File: config.mk
export PLATFORM = sky130hd
export DESIGN_NAME = fir_decim_fifo
export DESIGN_NICKNAME = d
export VERILOG_FILES = /design/src/rtl/fir_decim_fifo.sv
export SDC_FILE = /design/constraint.sdc
export NUM_CORES = 1
export LEC_CHECK = 0
export ABC_AREA = 0
export BUFFER_PORTS_ARGS = -buffer_cell sky130_fd_sc_hd__buf_4
export CORE_MARGIN = 2
export CORE_UTILIZATION = 58
export DETAILED_ROUTE_END_ITERATION = 12
export MAX_ROUTING_LAYER = met4
export PLACE_DENSITY_LB_ADDON = 0.2
export SYNTH_ARGS = -nofsm -noshare
export SYNTH_HDL_FRONTEND = slang
export SYNTH_SLANG_ARGS = --single-unit
File: constraint.sdc
create_clock -name clk -period 4.8 [get_ports clk]
set_input_delay 0.48 -clock clk [delete_from_list [all_inputs] [get_ports clk]]
set_output_delay 0.48 -clock clk [all_outputs]
set_load 0.01 [all_outputs]
File: src/rtl/fir_decim_fifo.sv
// fir_decim_fifo: decimates the FIR output stream by DECIM, keeping the first
// sample of each group, and buffers kept samples in a show-ahead FIFO that is
// drained through a valid/ready handshake.
// Optional build macro FIR_DECIM_DROP_CNT_EN adds an 8-bit saturating drop counter.
module fir_decim_fifo #(
    parameter int unsigned DW    = 11,
    parameter int unsigned DECIM = 4,
    parameter int unsigned DEPTH = 8
) (
    input  logic                       clk,
    input  logic                       rst,
    input  logic [DW-1:0]              din,
    input  logic                       din_valid,
    output logic [DW-1:0]              dout,
    output logic                       dout_valid,
    input  logic                       dout_ready,
    output logic [$clog2(DEPTH):0]     count,
    output logic                       overflow,
`ifdef FIR_DECIM_DROP_CNT_EN
    output logic [7:0]                 drop_cnt,
`endif
    input  logic                       clr_ovf
);

    localparam int unsigned AW = $clog2(DEPTH);
    localparam int unsigned CW = AW + 1;
    // Keep the phase counter at least one bit wide so DECIM=1 stays legal.
    localparam int unsigned PW = (DECIM > 1) ? $clog2(DECIM) : 1;

    logic [DW-1:0] mem [DEPTH];
    logic [AW-1:0] wr_ptr_q, rd_ptr_q;
    logic [CW-1:0] count_q;
    logic [PW-1:0] phase_q;
    logic          overflow_q;
    logic          keep, push, pop, drop, full, empty;

    // Handshake and decimation decode.
    always_comb begin
        full  = (count_q == CW'(DEPTH));
        empty = (count_q == '0);
        pop   = !empty && dout_ready;
        keep  = din_valid && (phase_q == '0);
        push  = keep && (!full || pop);
        drop  = keep && full && !pop;
    end

    // Decimation grid: advances only on valid samples.
    always_ff @(posedge clk) begin
        if (rst) begin
            phase_q <= '0;
        end else if (din_valid) begin
            if (phase_q == PW'(DECIM - 1)) begin
                phase_q <= '0;
            end else begin
                phase_q <= phase_q + PW'(1);
            end
        end
    end

    // Storage array; contents intentionally survive reset.
    always_ff @(posedge clk) begin
        if (push) begin
            mem[wr_ptr_q] <= din;
        end
    end

    // Pointers and occupancy.
    always_ff @(posedge clk) begin
        if (rst) begin
            wr_ptr_q <= '0;
            rd_ptr_q <= '0;
            count_q  <= '0;
        end else begin
            if (push) begin
                wr_ptr_q <= wr_ptr_q + AW'(1);
            end
            if (pop) begin
                rd_ptr_q <= rd_ptr_q + AW'(1);
            end
            case ({push, pop})
                2'b10:   count_q <= count_q + CW'(1);
                2'b01:   count_q <= count_q - CW'(1);
                default: count_q <= count_q;
            endcase
        end
    end

    // Sticky overflow; a drop in the clearing cycle wins.
    always_ff @(posedge clk) begin
        if (rst) begin
            overflow_q <= 1'b0;
        end else if (drop) begin
            overflow_q <= 1'b1;
        end else if (clr_ovf) begin
            overflow_q <= 1'b0;
        end
    end

`ifdef FIR_DECIM_DROP_CNT_EN
    logic [7:0] drop_cnt_q;

    // Saturating drop counter; clear restarts at 1 if a drop coincides.
    always_ff @(posedge clk) begin
        if (rst) begin
            drop_cnt_q <= '0;
        end else if (clr_ovf) begin
            drop_cnt_q <= drop ? 8'd1 : 8'd0;
        end else if (drop && (drop_cnt_q != 8'hff)) begin
            drop_cnt_q <= drop_cnt_q + 8'd1;
        end
    end

    assign drop_cnt = drop_cnt_q;
`endif

    assign dout       = empty ? '0 : mem[rd_ptr_q];
    assign dout_valid = !empty;
    assign count      = count_q;
    assign overflow   = overflow_q;

endmodule
# Word-level counts from Yosys, hierarchy flattened
# Memory sizes are Yosys's and may differ from the RTL's. A register that Yosys moved wholly into a read port is not among the register bits.
# Index checks and enable logic that the tools add are counted.
# W data, S select, Z words.
word_totals:
  regBits: 13
  mem_bits_rw: 88
  out_inout_bits: 17
  memories: 1
classes:
  addsub: 5
  eq_ne: 4
  mux: 9
  reduce_logical: 13
memory_table:
  columns: ["name", "depth", "width", "read_ports", "rd_ports_with_merged_regs", "wr", "line", "source"]
  rows:
  - ["mem", 8, 11, 1, 1, 1, "30", "logic [DW-1:0] mem [DEPTH];"]
op_table:
  columns: ["operator", "n"]
  rows:
  - ["$mux W11", 1]
  - ["$pmux W4 S2", 1]
  - ["$add A3 B1 Y3 const B", 2]
  - ["$mux W3", 2]
  - ["$logic_and A1 B1 Y1", 5]
  - ["$add A4 B1 Y4 const B", 1]
  - ["$eq A2 B2 Y1 const B", 2]
  - ["$eq A4 B4 Y1 const B", 1]
  - ["$logic_not A4 Y1", 1]
  - ["$mux W1", 4]
  - ["$reduce_bool A2 Y1", 2]
  - ["$sub A4 B1 Y4 const B", 1]
  - ["$logic_not A1 Y1", 3]
  - ["$add A2 B1 Y2 const B", 1]
  - ["$eq A2 B1 Y1 const B", 1]
  - ["$logic_not A2 Y1", 1]
  - ["$mux W2", 1]
  - ["$logic_or A1 B1 Y1", 1]

# Logic depth before layout (Yosys ltp)
# Gate-level depths: netlist of run 1.
depth:
  depth_word: 7
  ltp_mapped: 9

# Worst setup path after synthesis of run 1
# OpenSTA, ideal clock, no wires.
synth_timing:
  path_type: "input port to flip-flop"
  from: "in dout_ready"
  to: "mem mem[0][0] (enable)"
  t_arrival_ns: 2.206
  required_ns: 4.392
  setup_slack_ns: 2.186
  stages: 4
  path_buffers: 1
  path_cell_list: "clkbuf_1 -> nand2b_1 -> o21ai_4 -> nor4_1"
synth_between:
  elab_chain_len: 5
synth_lines:
  columns: ["item", "line", "source"]
  rows:
  - ["start, declared", "16", "input logic dout_ready,"]
  - ["$logic_and A1 B1 Y1", "41", "pop = !empty && dout_ready;"]
  - ["$logic_or A1 B1 Y1", "43", "push = keep && (!full || pop);"]
  - ["$logic_and A1 B1 Y1", "43", null]
  - ["$mux W1", "62", "if (push) begin"]
  - ["$mux W1 (implied by the code)", "63", "mem[wr_ptr_q] <= din;"]
  - ["end, declared", "30", null]
# Every way passes these cells.

# Worst setup path after layout of run 1
layout_timing:
  from: "reg count_q[0], in the netlist count[0]"
  to: "reg count_q[1], in the netlist count[1]"
layout_between:
  elab_chain_len: 7
layout_lines:
  columns: ["item", "line", "source"]
  rows:
  - ["start, declared", "32", "logic [CW-1:0] count_q;"]
  - ["start signal, assigned", "81", "2'b10: count_q <= count_q + CW'(1);"]
  - ["start signal, assigned", "82", "2'b01: count_q <= count_q - CW'(1);"]
  - ["start signal, assigned", "83", "default: count_q <= count_q;"]
  - ["$logic_not A4 Y1", "40", "empty = (count_q == '0);"]
  - ["$logic_not A1 Y1", "41", null]
  - ["$logic_and A1 B1 Y1", "41", null]
  - ["$logic_or A1 B1 Y1", "43", null]
  - ["$logic_and A1 B1 Y1", "43", null]
  - ["$eq A2 B1 Y1 / $eq A2 B2 Y1 (equally long branches)", "80", "case ({push, pop})"]
  - ["$pmux W4 S2 / $reduce_bool A2 Y1 (equally long branches)", null, null]
# Parallel ways exist; a longest one is shown, timed or not.
# A chain may end at the register's enable or synchronous reset.

==> impl_metrics.ini, run 1 <==
[placement]
hpwl_um = 4430
place_congestion = 0.747
place_area_um2 = 4550
io_buffers = 32

[sta]
worst-slew-pin-transition_ns = 1.16
setup_tns_ns = 0
slew_headroom_pct = 22.5
hold_viol = 0
rsz0062_at_grt = no
clock_skew_ns = 0.00858
final.min_clock_period_ns = 2.81
final_min_period_over_clock_period_pct = 58.6
finalMaxSlewViolations = 0
setup_viol = 0
fmax_ghz = 0.355

[route]
postRouteAntennaNets = 0
drt-pass1-iter-count = 4
route.detailed.drc = 0
drt_iter0_markers = 91
vias_per_cell = 5.60
wirelength_um = 7230
vias = 2124
wl_per_cell_um = 19.1

[power_and_ir_drop]
peakVddDrop_mv = 0.283
power_density_nw_per_um2 = 476
p_leak_nw = 1.58

[global_route]
grt_usage_pct = 20.7
antenna_found_initial = 0
grt_max_degree = 23
grt.overflow.total = 0
grt_pass1_wl_um = 11100
first_global_vias = 2148

[yosys]
synth_area_leaders = edfxtp_1 63%, mux4_2 12%, dfxtp_1 7.6%
synth_top_area_share_pct = 62.9
async_reset_ff_share_pct = 0
synth_edf_count = 88
synth.distinct_cells = 37
syn_nets = 258
postSynthCellCount = 237
synth_most_common_cell = edfxtp_1
ys_seq_area_share_pct = 70.6
yosys_register_bits = 104
synthesis.area_um2 = 4200
ys_warn_count = 0
synth.largest_area_cell = edfxtp_1
synth_common_cells = 88 x edfxtp_1, 28 x nor2_1, 22 x mux4_2, 16 x dfxtp_1, 15 x mux2i_1
synthFlopType = edfxtp_1
syn_avg_cell_area_um2 = 17.7

[clock_tree]
clock_sinks = 104
cts_buffer_depth = 2
numCtsBuffers = 9
holdBufCountCts = 0
cts_max_level = 3
cts_resized = 0
cts_setup_buffers = 0
worstSkewPairLatency_ns = 0.36
cts_tree = done
clk_pin_slew_ns = 0.10
clockRootBuffer = clkbuf_8

[critical_path]
cpPeakStageDelay_ns = 0.90
rr_startpoint = count[0]
worst_setup_path_start_kind = flop
crit_start = count[0]
worstPathArrival_ns = 3.05
cp_top_family = simple AND/OR/NAND/NOR gates
crit_path_max_fanout = 13
end_kind = flop
crit_chain = nor4_4 > inv_2 > nand3_2 > xnor2_1 > ha_1 > a21oi_1 > o21a_1 > a2111oi_0
slowest_stage = nor4_4
path_class = flop to flop
critical_path_buf_inv_count = 1
required_ns = 5.04

[cells_and_area]
finalNetCount = 296
insertedDiodeCount = 0
area_growth_pct = 12.8
drive_above_1_share_pct = 30.0
multi_input_area_um2 = 1160
postLayoutCellArea_um2 = 4730
nFillCells = 505
ff_latch_area_um2 = 2960

[die]
ioPinCount = 33
die_h_um = 89.1
die_w_um = 89.1
initial_core_util_pct = 58.8
placementRows = 31
die_area_um2 = 7940
core_area_um2 = 7140

[outcome]
status = complete, no violations

[hold_path]
hold_path_class = input pin to flop
hp-start = din[10]

[job]
maxCapViolations = 0
==> sequential cells by signal, indices dropped and copies added (netlist names), named ones only <==
name	cells
count	4
mem	88
overflow	1
phase_q	2
rd_ptr_q	3
wr_ptr_q	3
==> cell usage in the layout (no fill, tap or decap), drive strengths merged, types with 2 or more instances in the layout <==
cell type | netlist | routed
o21ai | 2 | 2
mux4 | 22 | 22
edfxtp | 88 | 88
buf | 7 | 38
nor2b | 2 | 2
nor4 | 2 | 2
ha | 5 | 5
nor2 | 28 | 28
clkinv | 0 | 4
nor3 | 7 | 7
a21oi | 5 | 5
o211ai | 2 | 2
xor2 | 4 | 4
dfxtp | 16 | 16
nand2b | 3 | 3
mux2i | 15 | 15
mux2 | 2 | 2
clkbuf | 4 | 9
nand2 | 5 | 5
nand3 | 3 | 3
inv | 5 | 7
==> cell families (layout without fill, tap and decap cells) <==
family	after synthesis	after routing	share of synthesized area (%)
DFF	104	104	70.6
and+or+nand+nor	53	53	6.11
muxes	39	39	16.1
buffers and inverters	16	59	1.88
AOI/OAI and AO/OA	15	15	2.83
adders and majority gates	5	5	1.49
xor gates and xnor gates	5	5	1.04
==> routing by layer <==
metal  global-route usage (%)  wire [um]  vias to the layer above
met2                     32.7       3700                       41
met5                        -          0                        -
met4                     8.68        108                        0
met3                     3.42        273                       10
met1                     27.1       3140                     1078
li1                         -          -                      995
==> worst paths after layout <==
path                 endpoint  slack [ns]  depth (start not counted)
hold reg to reg   rd_ptr_q[1]        0.49                          2
setup reg to reg     count[1]        1.99                          8
setup / recovery     count[1]        1.99                          8
hold / removal     mem[0][10]        0.35                          1
==> through the flow <==
stage	power (mW)	setup WS, ns	instances	util [%]	hold slack [ns]
after global routing	2.38	1.80	379	66.3	0.329
after floorplan	1.58	2.19	237	-	0.454
after CTS	2.28	1.98	379	66.3	0.330
final	2.25	1.99	379	66.3	0.350
after global placement	1.77	2.17	363	63.8	0.469
after detailed placement	1.79	2.01	363	63.8	0.480
==> report_power, final <==
part           internal (mW)  switching, mW
Clock                  0.194          0.299
Combinational          0.343          0.344
Sequential              1.02         0.0513
==> area by class of cell <==
cell class / count / share of cell area, %
clock buffer: 9 / 2.62
clock inverter: 7 / 1.19
inverter: 5 / 0.396
multi-input combinational: 117 / 24.6
sequential: 104 / 62.6
tap: 99 / 2.62
timing repair buffer: 38 / 6.03
No activity file was read; power rests on OpenSTA's default activity.
==> run 2: changes to the inputs <==
- CORE_UTILIZATION: 58 -> 53
- clock period: 4.8 -> 2.5 ns (I/O delays scaled with it)
==> run 2 against run 1 <==
Compared with the run above:
- highest routed layer unchanged
- clock power grew 82%
- critical path depth grew 1
- final area grew 1.7%
- global-route usage shrank 1.8 points
- critical path type unchanged
- sequential share of layout area shrank 1.0 points
==> impl_metrics.ini, run 2 (synthesized netlist as in run 1, its figures left out) <==
[cells_and_area]
ff_latch_area_um2 = 2960
insertedDiodeCount = 0
final_cell_mix = 88 x edfxtp_1, 48 x buf_4, 28 x nor2_1
layout_commonest_cell = edfxtp_1
drive_above_1_share_pct = 32.1
nFillCells = 566
multi_input_area_um2 = 1160
postLayoutCellArea_um2 = 4810
regMostFlops = mem
final_util_pct = 62.6
area_growth_pct = 14.7
finalNetCount = 307
largest_reg_flops = 88

[sta]
clock_skew_ns = 0.00908
final_min_period_over_clock_period_pct = 86.8
fmax_ghz = 0.461
slew_headroom_pct = 24.3
worst-slew-pin-transition_ns = 1.13
setup_viol = 0
hold_viol = 0
whs_ns = 0.117
finalMaxSlewViolations = 0
final.min_clock_period_ns = 2.17
rsz0062_at_grt = no
setup_tns_ns = 0

[global_route]
first_global_vias = 2126
grt.overflow.total = 0
grt_max_degree = 23
grt_pass1_wl_um = 11500
grt_usage_pct = 18.9
antenna_found_initial = 0

[clock_tree]
cts_buffer_depth = 2
cts_tree = done
cts_resized = 0
cts_max_level = 3
clock_sinks = 104
worstSkewPairLatency_ns = 0.36
holdBufCountCts = 0
clk_pin_slew_ns = 0.09
clockRootBuffer = clkbuf_8
numCtsBuffers = 9
cts_setup_buffers = 0

[route]
vias_per_cell = 5.63
vias = 2206
postRouteAntennaNets = 0
route.detailed.drc = 0
drt-pass1-iter-count = 4
wirelength_um = 7260
drt_iter0_markers = 136
wl_per_cell_um = 18.5

[die]
initial_core_util_pct = 54.6
die_h_um = 93.0
core_area_um2 = 7690
die_area_um2 = 8650
die_w_um = 93.0
ioPinCount = 33
placementRows = 32

[power_and_ir_drop]
peakVddDrop_mv = 0.408
power_density_nw_per_um2 = 906
p_leak_nw = 1.63

[critical_path]
worstPathArrival_ns = 2.40
endpoint = count[1]
crit_path_max_fanout = 6
crit_start = phase_q[0]
required_ns = 2.73
worst_setup_path_start_kind = flop
end_kind = flop
path_class = flop to flop
regToRegEndpoint = count[1]
rrSetupSlack_ns = 0.33
rr_startpoint = phase_q[0]
r2r_cells = 9

[placement]
hpwl_um = 4690
place_area_um2 = 4650
io_buffers = 32
place_congestion = 0.784

[outcome]
status = complete, no violations

[hold_path]
hold-path-cell-count = 1
hold_path_class = input pin to flop

[job]
maxCapViolations = 0
==> run 2: changes by cell type in the layout (fill, tap and decap cells not counted) <==
cell	change
inv_6	-1
clkinv_4	-3
clkinv_2	+1
clkbuf_1	+1
buf_12	+1
buf_4	+10
clkinvlp_4	+1
==> run 2: through the flow <==
step / setup slack (ns) / cells / power [mW]
global placement: 0.317 / 377 / 3.51
CTS: 0.302 / 392 / 4.41
global route: 0.155 / 392 / 4.61
finish: 0.331 / 392 / 4.36
floorplan: 0.0983 / 237 / 3.03
detailed placement: 0.321 / 377 / 3.53
==> run 2: layer usage <==
| layer | share of wire, % | vias to the layer above | GRT usage [%] |
|---|---|---|---|
| met5 | 0 | - | - |
| met4 | 1.3 | 0 | 6.99 |
| met3 | 4.8 | 10 | 3.63 |
| met2 | 47 | 58 | 27.8 |
| met1 | 47 | 1122 | 27.0 |
| li1 | - | 1016 | - |
==> run 2: final cells by class <==
type                       count  area share [%]
sequential                   104            61.5
multi-input combinational    117            24.2
timing repair buffer          49            7.90
clock buffer                  10            2.65
tap                          102            2.65
clock inverter                 5           0.702
inverter                       5           0.390
==> run 2: worst max-delay path, stage by stage, from the launching register on <==
cell	delay, ns
dfxtp_1	0.38
inv_1	0.06
ha_1	0.20
nand2_1	0.19
nand3_2	0.13
xnor2_1	0.14
ha_1	0.30
a21oi_1	0.07
o21a_1	0.17
a2111oi_0	0.41
==> run 2: worst min-delay path by stage <==
stage | startpoint | end
global placement | overflow | overflow
CTS | din[8] | mem[3][8]
detailed placement | overflow | overflow
global route | din[3] | mem[1][3]
finish | din[8] | mem[5][8]
floorplan | rst | count[3]
==> run 2: report_power, final <==
group | total [mW] | internal, mW | switching [mW] | leakage [nW]
clock | 0.897 | 0.357 | 0.540 | 0.0785
combinational | 1.44 | 0.735 | 0.708 | 0.625
sequential | 2.02 | 1.96 | 0.0592 | 0.927
total | 4.36 | 3.06 | 1.31 | 1.63
